## src/rtl/prio_encoder_pipe_pkg.sv

```systemverilog
// Shared constants and helpers for the pipelined priority encoder.
// Mode values select which end of the vector wins.
package prio_encoder_pipe_pkg;

   localparam int PRIO_LSB = 0;
   localparam int PRIO_MSB = 1;

   // A 1-bit vector still needs a 1-bit index port.
   function automatic int idx_width(input int width);
      return (width > 1) ? $clog2(width) : 1;
   endfunction

endpackage

```

## src/rtl/prio_encoder_pipe_if.sv

```systemverilog
// Valid/ready bus of the priority encoder: vector in, index/found out.
// The master side produces vectors and consumes results; the slave is the encoder.
interface prio_encoder_pipe_if #(
   parameter int N = 1024
);

   localparam int W = $clog2(N);

   logic         in_valid;
   logic         in_ready;
   logic [N-1:0] x;
   logic         out_valid;
   logic         out_ready;
   logic [W-1:0] y;
   logic         found;

   modport master (
      output in_valid, x, out_ready,
      input  in_ready, out_valid, y, found
   );

   modport slave (
      input  in_valid, x, out_ready,
      output in_ready, out_valid, y, found
   );

endinterface

```

## src/rtl/prio_encoder_pipe_leaf.sv

```systemverilog
// Combinational priority encoder over a small vector: reports any-set and the winning index.
// Used both for the per-group leaves and for the final group select.
module prio_encoder_pipe_leaf
   import prio_encoder_pipe_pkg::*;
#(
   parameter int WIDTH     = 32,
   parameter int MSB_FIRST = PRIO_MSB
) (
   input  logic [WIDTH-1:0]             vec,
   output logic                         any,
   output logic [idx_width(WIDTH)-1:0]  idx
);

   localparam int IW = idx_width(WIDTH);

   // Scan toward the favoured end so the last hit seen is the winner; idx stays 0 when nothing is set.
   always_comb begin
      any = |vec;
      idx = '0;
      if (MSB_FIRST == PRIO_MSB) begin
         for (int i = 0; i < WIDTH; i++) begin
            if (vec[i]) idx = IW'(i);
         end
      end else begin
         for (int i = WIDTH - 1; i >= 0; i--) begin
            if (vec[i]) idx = IW'(i);
         end
      end
   end

endmodule

```

## src/rtl/prio_encoder_pipe.sv

```systemverilog
// Two-stage pipelined priority encoder with valid/ready handshake.
// Stage 1 registers per-group any/index; stage 2 selects the winning group and drives the outputs.
module prio_encoder_pipe
   import prio_encoder_pipe_pkg::*;
#(
   parameter int N         = 1024,
   parameter int GROUP     = 32,
   parameter int MSB_FIRST = PRIO_MSB
) (
   input  logic                 clk,
   input  logic                 rst,
   prio_encoder_pipe_if.slave   bus
);

   localparam int G  = N / GROUP;
   localparam int LW = idx_width(GROUP);
   localparam int GW = idx_width(G);
   localparam int W  = $clog2(N);

   logic [G-1:0]         leaf_any;
   logic [G-1:0][LW-1:0] leaf_idx;

   logic                 s1_valid_q, s1_valid_d;
   logic [G-1:0]         s1_any_q,   s1_any_d;
   logic [G-1:0][LW-1:0] s1_idx_q,   s1_idx_d;

   logic                 out_valid_q, out_valid_d;
   logic [W-1:0]         y_q,         y_d;
   logic                 found_q,     found_d;

   logic                 grp_any;
   logic [GW-1:0]        grp_idx;
   logic                 s1_load;
   logic                 s2_load;
   logic                 out_free;

   for (genvar g = 0; g < G; g++) begin : g_leaf
      prio_encoder_pipe_leaf #(
         .WIDTH     (GROUP),
         .MSB_FIRST (MSB_FIRST)
      ) u_leaf (
         .vec (bus.x[g*GROUP +: GROUP]),
         .any (leaf_any[g]),
         .idx (leaf_idx[g])
      );
   end

   prio_encoder_pipe_leaf #(
      .WIDTH     (G),
      .MSB_FIRST (MSB_FIRST)
   ) u_group_sel (
      .vec (s1_any_q),
      .any (grp_any),
      .idx (grp_idx)
   );

   // A stage loads when it is empty or its content leaves this cycle; drain and fill may coincide.
   assign out_free = ~out_valid_q | bus.out_ready;
   assign s2_load  = s1_valid_q & out_free;
   assign s1_load  = ~s1_valid_q | s2_load;

   always_comb begin
      s1_valid_d  = s1_valid_q;
      s1_any_d    = s1_any_q;
      s1_idx_d    = s1_idx_q;
      out_valid_d = out_valid_q;
      y_d         = y_q;
      found_d     = found_q;

      if (s1_load) begin
         s1_valid_d = bus.in_valid;
      end
      if (s1_load && bus.in_valid) begin
         s1_any_d = leaf_any;
         s1_idx_d = leaf_idx;
      end

      if (out_free) begin
         out_valid_d = s1_valid_q;
      end
      if (s2_load) begin
         found_d = grp_any;
         y_d     = grp_any ? {grp_idx, s1_idx_q[grp_idx]} : '0;
      end
   end

   always_ff @(posedge clk) begin
      if (rst) begin
         s1_valid_q  <= 1'b0;
         s1_any_q    <= '0;
         s1_idx_q    <= '0;
         out_valid_q <= 1'b0;
         y_q         <= '0;
         found_q     <= 1'b0;
      end else begin
         s1_valid_q  <= s1_valid_d;
         s1_any_q    <= s1_any_d;
         s1_idx_q    <= s1_idx_d;
         out_valid_q <= out_valid_d;
         y_q         <= y_d;
         found_q     <= found_d;
      end
   end

   assign bus.in_ready  = s1_load;
   assign bus.out_valid = out_valid_q;
   assign bus.y         = y_q;
   assign bus.found     = found_q;

endmodule

```

## src/flat_wrapper.sv

```systemverilog
// flat-port wrapper written by rule: the top's interface ports become plain ports
module prio_encoder_pipe_flat import prio_encoder_pipe_pkg::*;
#(
   parameter int N         = 1024,
   parameter int GROUP     = 32,
   parameter int MSB_FIRST = PRIO_MSB
)
  (clk, rst, bus_in_valid, bus_x, bus_out_ready, bus_in_ready, bus_out_valid, bus_y, bus_found);
  prio_encoder_pipe_if #(.N(N)) bus_i ();
  input  logic clk;
  input  logic rst;
  input wire logic [$bits(bus_i.in_valid)-1:0] bus_in_valid;
  input wire logic [$bits(bus_i.x)-1:0] bus_x;
  input wire logic [$bits(bus_i.out_ready)-1:0] bus_out_ready;
  output wire logic [$bits(bus_i.in_ready)-1:0] bus_in_ready;
  output wire logic [$bits(bus_i.out_valid)-1:0] bus_out_valid;
  output wire logic [$bits(bus_i.y)-1:0] bus_y;
  output wire logic [$bits(bus_i.found)-1:0] bus_found;
  assign bus_i.in_valid = bus_in_valid;
  assign bus_i.x = bus_x;
  assign bus_i.out_ready = bus_out_ready;
  assign bus_in_ready = bus_i.in_ready;
  assign bus_out_valid = bus_i.out_valid;
  assign bus_y = bus_i.y;
  assign bus_found = bus_i.found;
  prio_encoder_pipe #(.N(N), .GROUP(GROUP), .MSB_FIRST(MSB_FIRST)) u_core (.clk(clk), .rst(rst), .bus(bus_i));
endmodule
```

## config.mk

```make
export PLATFORM = sky130hd
export DESIGN_NAME = prio_encoder_pipe_flat
export DESIGN_NICKNAME = d
export VERILOG_FILES = /design/src/rtl/prio_encoder_pipe_pkg.sv /design/src/rtl/prio_encoder_pipe_if.sv /design/src/rtl/prio_encoder_pipe_leaf.sv /design/src/rtl/prio_encoder_pipe.sv /design/src/flat_wrapper.sv
export SDC_FILE = /design/constraint.sdc
export NUM_CORES = 1
export LEC_CHECK = 0
export BUFFER_PORTS_ARGS = -buffer_cell sky130_fd_sc_hd__clkbuf_2
export CORE_AREA = 4 4 409 411
export CTS_CLUSTER_SIZE = 12
export DETAILED_ROUTE_END_ITERATION = 10
export DIE_AREA = 0 0 413 415
export PLACE_DENSITY = 0.33
export REMOVE_ABC_BUFFERS = 1
export SLEW_MARGIN = 25
export SYNTH_ARGS = -nofsm -noshare
export SYNTH_HDL_FRONTEND = slang
export SYNTH_SLANG_ARGS = --single-unit
```

## constraint.sdc

```tcl
create_clock -name clk -period 6.7 [get_ports clk]
set_input_delay 1.34 -clock clk [delete_from_list [all_inputs] [get_ports clk]]
set_output_delay 1.34 -clock clk [all_outputs]
set_load 0.1 [all_outputs]
```

# Word-level counts from Yosys, hierarchy flattened
# Cells that the tools add are included.
[word_totals]
out_inout_bits = 13
reg_bits = 205
in_bits = 1028
[classes]
bitwise_logic = 5
reduce_logical = 34
n_mux = 1026
order_cmp = 1
[op_table]
columns = ["operator", "n"]
rows = [
  ["$mux 5", 991],
  ["$reduce_or 32->1", 33],
  ["$mux 1", 33],
  ["$bmux 5 s5", 1],
  ["$mux 10", 1],
  ["$lt 5x6->1 const B", 1],
  ["$not 1->1", 2],
  ["$or 1x1->1", 2],
  ["$and 1x1->1", 1],
  ["$logic_and 1x1->1", 1],
]

# Depth between registers and ports, before layout
# Gate-level depths: netlist of the first run.
[depth]
depth_word = 34
ltp_mapped = 12

# Hierarchy
# From an unflattened synthesis of the first run, not the netlist that was laid out.
[hier_totals]
hier_cells = 3049
area_unflattened_um2 = 20508.4
[modules_own_cells]
columns = ["module", "n_inst", "cells_per_inst", "area_per_inst_um2"]
rows = [
  ["prio_encoder_pipe_leaf", 33, 62, 366.6],
  ["prio_encoder_pipe", 1, 1003, 8410.6],
]

# Least setup slack after synthesis of the first run
# No wires, ideal clock.
[synth_path]
path_kind = "input to register"
startpoint = "input port bus_out_ready"
endpoint = "register u_core.s1_idx_q[4] in the netlist's numbering"
arrival_ns = 3.486
setup_time_ns = 0.115
n_path_buf = 4
path_stages = 8
path_slack_ns = 3.099
cell_sequence = "nor2b_1 nand2_1 and2_1 clkbuf_1 clkbuf_1 clkbuf_1 buf_1 o21a_1"
[synth_between]
elab_chain_len = 4
[synth_lines]
columns = ["item", "line_no", "text"]
rows = [
  ["start: declaration", "flat_wrapper.sv:14", "input wire logic [$bits(bus_i.out_ready)-1:0] bus_out_ready;"],
  ["$or 1x1->1", "prio_encoder_pipe.sv:58", "assign out_free = ~out_valid_q | bus.out_ready;"],
  ["$and 1x1->1", "prio_encoder_pipe.sv:59", "assign s2_load = s1_valid_q & out_free;"],
  ["$or 1x1->1", "prio_encoder_pipe.sv:60", "assign s1_load = ~s1_valid_q | s2_load;"],
  ["via bus_in_ready", "flat_wrapper.sv:15", "output wire logic [$bits(bus_i.in_ready)-1:0] bus_in_ready;"],
  ["$logic_and 1x1->1", "prio_encoder_pipe.sv:73", "if (s1_load && bus.in_valid) begin"],
  ["end signal: assignment", "prio_encoder_pipe.sv:98", "s1_idx_q <= s1_idx_d;"],
  ["end: declaration", "prio_encoder_pipe.sv:25", "logic [G-1:0][LW-1:0] s1_idx_q, s1_idx_d;"],
]
# The timed path passes the listed nets, and every way through them passes these cells.
# A chain may end at the register's enable or synchronous reset.

# Final worst setup path of the first run
[layout_path]
startpoint = "register u_core.s1_any_q[9]"
endpoint = "register u_core.y_q[1] (netlist: u_core.bus.y[1])"
[layout_between]
elab_chain_len = 26
elab_cells_between_ends = 27
classes_between = "mux (26); reduce/logical (1)"
[layout_lines]
columns = ["item", "line_no", "text"]
rows = [
  ["start: declaration", "prio_encoder_pipe.sv:24", "logic [G-1:0] s1_any_q, s1_any_d;"],
  ["start signal: assignment", "prio_encoder_pipe.sv:97", "s1_any_q <= s1_any_d;"],
  ["$mux 5 (23 in series)", "prio_encoder_pipe_leaf.sv:22", "if (vec[i]) idx = IW'(i);"],
  ["$bmux 5 s5", "prio_encoder_pipe.sv:83", "y_d = grp_any ? {grp_idx, s1_idx_q[grp_idx]} : '0;"],
  ["$mux 5 (implied by the code)", "prio_encoder_pipe.sv:83", ""],
  ["$mux 10 (*)", "prio_encoder_pipe.sv:83", ""],
  ["end signal: assignment", "prio_encoder_pipe.sv:100", "y_q <= y_d;"],
  ["end: declaration", "prio_encoder_pipe.sv:28", "logic [W-1:0] y_q, y_d;"],
]
# Every way passes the cells marked *; elsewhere a longest branch is shown, timed or not. The select of a mux whose other input is x is not followed.

==> flow_metrics.py, run 1 <==
metrics = {
    "power": {
        "totalPowerFinal_uw": 4667,
        "vdd_drop_max_uv": 117.6,
        "p_per_area_nw_per_um2": 171.0,
        "leakage_uw": 0.01148,
    },
    "die": {
        "rows": 149,
        "die_h_um": 415,
        "die_width_um": 413,
        "core_um2": 164100,
        "die_area_um2": 171400,
        "initial_core_util": 0.1107,
        "boundaryPins": 1041,
    },
    "final_layout": {
        "fillers": 19125,
        "layout-drive-gt1-share": 0.3057,
        "nNetsFinal": 4831,
        "multi_input_area_um2": 13010,
        "utilization": 0.1664,
        "syn2layout_area_growth_pct": 50.34,
        "register_area_um2": 4104,
        "layout.cells.non_filler": 6040,
    },
    "setup_path": {
        "crit_arrival_ns": 4.44,
        "path_cells": "or3_1, o21ai_1, a211o_4, buf_6, mux2i_1, mux2_2, o22ai_1, a221oi_1, o221ai_1",
        "crit_path_max_fanout": 57,
        "critPathLaunchType": "flip-flop",
        "crit_required_ns": 7.12,
        "critical_path_class": "flip-flop to flip-flop",
        "crit_path_end_kind": "flip-flop",
        "slowest_stage": "buf_6",
        "crit_path_max_incr_delay_ns": 0.69,
    },
    "route": {
        "drt-initial-drc-count": 1142,
        "vias": 25696,
        "post_drt_wl_per_cell_um": 23.24,
        "route.detailed.drc": 0,
        "drt_pass1_iterations": 5,
        "routed_wl_mm": 140.3,
        "ant_nets": 0,
        "vias_per_cell": 4.254,
    },
    "synth": {
        "netlist_instances": 2774,
        "yosys.area_share.adder": 0,
        "ys_warn_count": 0,
        "yosysTopAreaCell": "dfxtp_1",
        "syn-cell-area_um2": 18160,
        "ys_seq_area_frac": 0.2260,
        "yosysUniqueCellTypes": 59,
        "syn_avg_cell_area_um2": 6.546,
        "synth_seq_cells": 205,
        "synth_flop_cell": "dfxtp_1",
        "synth_top_family_by_area": "compound AO/OA/AOI/OAI gates",
        "synth-edff-count": 0,
        "yosysTopAreaCellShare": 0.2260,
        "synth-async-reset-ratio": 0,
        "synth_mux_area_frac": 0.05264,
        "synth_compound_area_frac": 0.3565,
        "synthTopCellsByArea": "dfxtp_1, nor2_1, nor4_1",
        "synth_xor_area_frac": 0,
        "yosys.area_share.simple": 0.3037,
    },
    "sta": {
        "tightest_slew_ns": 1.016,
        "fmax_mhz": 248.6,
        "period_needed_ns": 4.022,
        "setup_violations": 0,
        "finClkSkew_ns": 0.01839,
        "max-slew-margin-rel": 0.3158,
        "hold_violations": 0,
        "fin_crit_sh": 0.6003,
        "maxSlewViolCount": 0,
        "timing.hold.ws_ns": 0.4627,
        "rsz0062_at_grt": "false",
    },
    "cts": {
        "clockRootBuffer": "clkbuf_16",
        "clock_latency_ns": 0.57,
        "cts_tree": "yes",
        "cts_hold_buf": 0,
        "cts.repair.resized": 0,
        "clk_pin_slew_ns": 0.06,
        "post_cts_buffers": 0,
        "cts_made_buffers": 34,
        "htree_levels": 2,
        "cts.sinks": 205,
        "cts_buffer_depth": 3,
    },
    "global_route": {
        "first_global_vias": 26343,
        "overflow": 0,
        "grt_util_all_layers": 0.1552,
        "grt_max_degree": 85,
        "grt_pass1_wl_mm": 192.8,
        "antenna_found_initial": 42,
    },
    "run_status": {
        "status": "finished clean",
    },
    "worst_hold_path": {
        "hp-class": "flip-flop to flip-flop",
    },
    "place": {
        "port_buffers": 1040,
        "gp_congestion": 0.9399,
        "place_inst": 5956,
        "place_hpwl_mm": 122.2,
    },
    "run": {
        "drv_cap": 0,
    },
}
## through the flow
stage	setup TNS, ns	setup slack [ns]	cell area (um^2)
CTS	0	2.363	27240
finish	0	2.678	27300
global placement	0	2.085	26060
global route	0	2.237	27280
detailed placement	0	2.365	26080
floorplan	-128.15	-1.118	17830
## registers in the layout, indices dropped and copies added (netlist names)
name	count
u_core.bus.y	10
u_core.bus.out_valid	1
u_core.s1_idx_q	160
u_core.s1_any_q	32
u_core.s1_valid_q	1
u_core.bus.found	1
## layout make-up
cell class / instances / area share
multi-input combinational: 2286 / 0.4766
timing repair buffer: 1069 / 0.1995
sequential: 205 / 0.1503
tap: 2189 / 0.1003
clock buffer: 46 / 0.03662
inverter: 207 / 0.02864
clock inverter: 14 / 0.005866
antenna: 24 / 0.002200
## routing by layer
metal | part of all wire | track usage | wire (um)
met1 | 0.40 | 0.1787 | 56770
met3 | 0.057 | 0.02935 | 7966
met4 | 0.022 | 0.04007 | 3143
met2 | 0.52 | 0.2902 | 72400
met5 | 0.00039 | 0 | 55
## critical path: cells and delay by family (launching register included)
kind | cells | cell delay [ns]
AO/OA/AOI/OAI | 5 | 1.68
AND/OR/NAND/NOR | 1 | 0.37
flip-flops | 1 | 0.40
buffers and inverters | 1 | 0.69
multiplexers | 2 | 0.62
## Yosys cell counts, types with 7 or more instances
| cell type | number |
|---|---|
| nor2_1 | 500 |
| a21oi_1 | 274 |
| o21ai_0 | 263 |
| nor4_1 | 249 |
| inv_1 | 207 |
| dfxtp_1 | 205 |
| nand2_1 | 177 |
| a211oi_1 | 131 |
| nor3_1 | 102 |
| o31ai_1 | 97 |
| o21bai_1 | 67 |
| mux2i_1 | 64 |
| clkbuf_1 | 56 |
| a31oi_1 | 52 |
| nor2b_1 | 46 |
| nand3_1 | 34 |
| nand4_1 | 29 |
| a41oi_1 | 26 |
| o221a_2 | 18 |
| or4_1 | 16 |
| a311oi_1 | 15 |
| mux2_1 | 15 |
| o21a_1 | 14 |
| o22ai_1 | 11 |
| buf_1 | 9 |
| nand2b_1 | 7 |
| o22a_1 | 7 |
## where the power goes
part | switching [uW] | internal (uW) | leakage (uW)
combinational | 832 | 524 | 0.00920
sequential | 90.2 | 1320 | 0.00172
clock | 740 | 1160 | 0.000565
## worst paths after layout
path                                 endpoint  depth (start not counted)  slack [ns]                             start
max              u_core.bus.y[1]$_SDFFE_PP0P_                          9        2.68   u_core.s1_any_q[9]$_SDFFE_PP0P_
min          u_core.s1_idx_q[49]$_SDFFE_PP0P_                          1        0.46  u_core.s1_idx_q[49]$_SDFFE_PP0P_
max reg2reg      u_core.bus.y[1]$_SDFFE_PP0P_                          9        2.68   u_core.s1_any_q[9]$_SDFFE_PP0P_
min reg2reg  u_core.s1_idx_q[49]$_SDFFE_PP0P_                          1        0.46  u_core.s1_idx_q[49]$_SDFFE_PP0P_
## logic make-up (layout without fill, tap and decap cells)
group                  count (synthesis)  in the layout
AND/OR/NAND/NOR                     1174           1174
AO/OA/AOI/OAI                       1025           1025
buffers and inverters                283           1336
flip-flops                           205            205
multiplexers                          87             87
other                                  0             24
## cell usage in the layout, fill, tap and decap left out, types with 11 or more instances in the layout
cell | Yosys | final
a31oi_1 | 52 | 52
nor3_1 | 102 | 102
nor2_1 | 500 | 500
nand4_1 | 29 | 29
dfxtp_1 | 205 | 205
mux2i_1 | 64 | 64
a21oi_1 | 274 | 274
nand2_1 | 177 | 175
clkbuf_16 | 0 | 37
nand3_1 | 34 | 34
or4_1 | 16 | 16
mux2_1 | 15 | 15
o21bai_1 | 67 | 67
a211oi_1 | 131 | 131
inv_1 | 207 | 206
diode_2 | 0 | 24
nor2b_1 | 46 | 46
o31ai_1 | 97 | 97
o21ai_0 | 263 | 263
nor4_1 | 249 | 244
clkbuf_2 | 0 | 1039
o22ai_1 | 11 | 11
o21a_1 | 14 | 14
a311oi_1 | 15 | 15
o221a_2 | 18 | 18
buf_4 | 1 | 27
a41oi_1 | 26 | 26
Power figures use the tool's default switching activity.
==> inputs of run 2 (changes only) <==
--- a/config.mk
+++ b/config.mk
@@ -6,11 +6,11 @@
 export NUM_CORES = 1
 export LEC_CHECK = 0
 export BUFFER_PORTS_ARGS = -buffer_cell sky130_fd_sc_hd__clkbuf_2
-export CORE_AREA = 4 4 409 411
+export CORE_AREA = 4 4 398 400
 export CTS_CLUSTER_SIZE = 12
 export DETAILED_ROUTE_END_ITERATION = 10
-export DIE_AREA = 0 0 413 415
-export PLACE_DENSITY = 0.33
+export DIE_AREA = 0 0 402 404
+export PLACE_DENSITY = 0.34
 export REMOVE_ABC_BUFFERS = 1
 export SLEW_MARGIN = 25
 export SYNTH_ARGS = -nofsm -noshare
==> constraint.sdc (replaced) <==
create_clock -name clk -period 3.9 [get_ports clk]
set_input_delay 0.78 -clock clk [delete_from_list [all_inputs] [get_ports clk]]
set_output_delay 0.78 -clock clk [all_outputs]
set_load 0.1 [all_outputs]
==> run 2 against run 1 <==
  * Count of clock-buffer cells in the layout fell by 8
  * Die area fell by 5.2%
  * Combinational power rose by 65%
  * Sequential share of layout area barely moved
  * Via count fell by 0.53%
  * Non-clock buffer count rose by 32
  * First-iteration DRC count rose by 11%
  * Sequential cell count did not move
  * Critical path depth rose by 1
  * Largest cell class unchanged
==> flow_metrics.py, run 2 (synthesized netlist as in run 1, its figures left out) <==
metrics = {
    "route": {
        "post_drt_wl_per_cell_um": 23.67,
        "vias_per_cell": 4.309,
        "routed_wl_mm": 140.4,
        "drt-initial-drc-count": 1265,
        "ant_nets": 0,
        "drt_pass1_iterations": 5,
        "vias": 25559,
        "route.detailed.drc": 0,
    },
    "cts": {
        "cts_hold_buf": 0,
        "cts_buffer_depth": 3,
        "cts.sinks": 205,
        "clock_latency_ns": 0.61,
        "clockRootBuffer": "clkbuf_16",
        "clk_pin_slew_ns": 0.06,
        "cts.repair.resized": 0,
        "post_cts_buffers": 0,
        "cts_tree": "yes",
        "htree_levels": 1,
        "cts_made_buffers": 31,
    },
    "sta": {
        "tightest_slew_ns": 0.8803,
        "rsz0062_at_grt": "false",
        "period_needed_ns": 3.316,
        "setup_violations": 0,
        "finClkSkew_ns": 0.01661,
        "fmax_mhz": 301.5,
        "hold_violations": 0,
        "maxSlewViolCount": 0,
        "fin_crit_sh": 0.8504,
        "fin_ws_ns": 0.5836,
        "max-slew-margin-rel": 0.4054,
        "tns_ns": 0,
    },
    "power": {
        "power.switching_uw": 2765,
        "switching_share": 0.3536,
        "leakage_uw": 0.01161,
        "clock_power_share": 0.394,
        "p_per_area_nw_per_um2": 286.4,
        "p_int_uw": 5054,
        "vdd_drop_max_uv": 330.7,
        "p_seq_frac": 0.319,
        "p_comb_frac": 0.288,
    },
    "final_layout": {
        "nNetsFinal": 4860,
        "layout.cells.non_filler": 5931,
        "utilization": 0.1758,
        "fin_area_um2": 27310,
        "layout_common_cells": "clkbuf_2, nor2_1, a21oi_1, o21ai_0, nor4_1",
        "layout-drive-gt1-share": 0.3106,
        "top_register": "u_core.s1_idx_q",
        "syn2layout_area_growth_pct": 50.38,
        "final_common_cell": "clkbuf_2",
        "fillers": 18176,
        "largest_reg_flops": 160,
    },
    "setup_path": {
        "crit_required_ns": 4.37,
        "critical_path_class": "flip-flop to flip-flop",
        "crit_path_end_kind": "flip-flop",
        "reg2reg_depth": 10,
        "crit_path_max_fanout": 39,
        "crit_arrival_ns": 3.78,
        "critPathLaunchType": "flip-flop",
    },
    "global_route": {
        "overflow": 0,
        "antenna_found_initial": 35,
        "first_global_vias": 26505,
        "grt_util_all_layers": 0.1635,
        "grt_max_degree": 67,
        "grt_pass1_wl_mm": 193.2,
    },
    "place": {
        "postPlaceCellArea_um2": 26140,
        "place_inst": 5856,
        "gp_congestion": 0.9112,
        "port_buffers": 1040,
        "dp_slack_ns": 0.3125,
        "place_hpwl_mm": 124.7,
    },
    "run_status": {
        "status": "finished clean",
    },
    "run": {
        "drv_cap": 0,
    },
    "die": {
        "rows": 145,
        "die_width_um": 402,
        "core_um2": 155300,
        "die_area_um2": 162400,
        "boundaryPins": 1041,
        "die_h_um": 404,
        "initial_core_util": 0.1169,
    },
    "worst_hold_path": {
        "whs_path_depth": 3,
        "hp-class": "input pin to flip-flop",
    },
}
-- run 2: final cells by class --
type	count	area [um^2]	share of cell area
flip-flops and latches	205	4104	0.1503
well taps	2058	2575	0.09430
repair buffers	1101	5727	0.2097
clock buffers	38	842.1	0.03084
clock inverters	20	260.3	0.009531
inverters	207	782.0	0.02864
multi-input cells	2286	12980	0.4752
diodes	16	40.04	0.001466
-- run 2: routing by layer --
| metal | global-route usage | share of wire | vias to the layer above |
|---|---|---|---|
| met3 | 0.03022 | 0.050 | 130 |
| met2 | 0.3065 | 0.51 | 770 |
| met5 | 0 | 0.00036 | - |
| li1 | - | - | 12685 |
| met1 | 0.1913 | 0.41 | 11966 |
| met4 | 0.03766 | 0.025 | 8 |
-- run 2: per-stage QoR --
step	total power [uW]	hold WS [ns]
2_1_floorplan	3400	0.4266
3_3_place_gp	4828	0.4551
3_5_place_dp	4819	0.4593
4_1_cts	8028	0.3950
5_1_grt	8316	0.4344
6_report	7820	0.4591
-- run 2: power by group through the flow --
stage          Sequential (uW)  Clock, uW  Combinational [uW]
6_report                  2490       3080                2250
5_1_grt                   2520       3300                2500
3_3_place_gp              2580          0                2250
4_1_cts                   2520       3240                2270
3_5_place_dp              2560          0                2260
2_1_floorplan             2440          0                 962
-- run 2: worst paths after layout --
kind	end	slack [ns]	startpoint
worst max-delay path	u_core.bus.y[1]$_SDFFE_PP0P_	0.58	u_core.s1_any_q[14]$_SDFFE_PP0P_
worst min-delay path	u_core.s1_idx_q[125]$_SDFFE_PP0P_	0.46	bus_x[831]
worst max register to register	u_core.bus.y[1]$_SDFFE_PP0P_	0.58	u_core.s1_any_q[14]$_SDFFE_PP0P_
worst min register to register	u_core.s1_idx_q[94]$_SDFFE_PP0P_	0.47	u_core.s1_idx_q[94]$_SDFFE_PP0P_
-- run 2: worst max-delay path, stage by stage (launching register included) --
cell and delay (ns):
dfxtp_1 0.35, or3_1 0.37, a221oi_1 0.22, o21ai_1 0.21, a211o_4 0.59, buf_16 0.27
mux2_1 0.35, nor2_1 0.09, a21oi_1 0.05, a221oi_1 0.43, o221ai_1 0.19
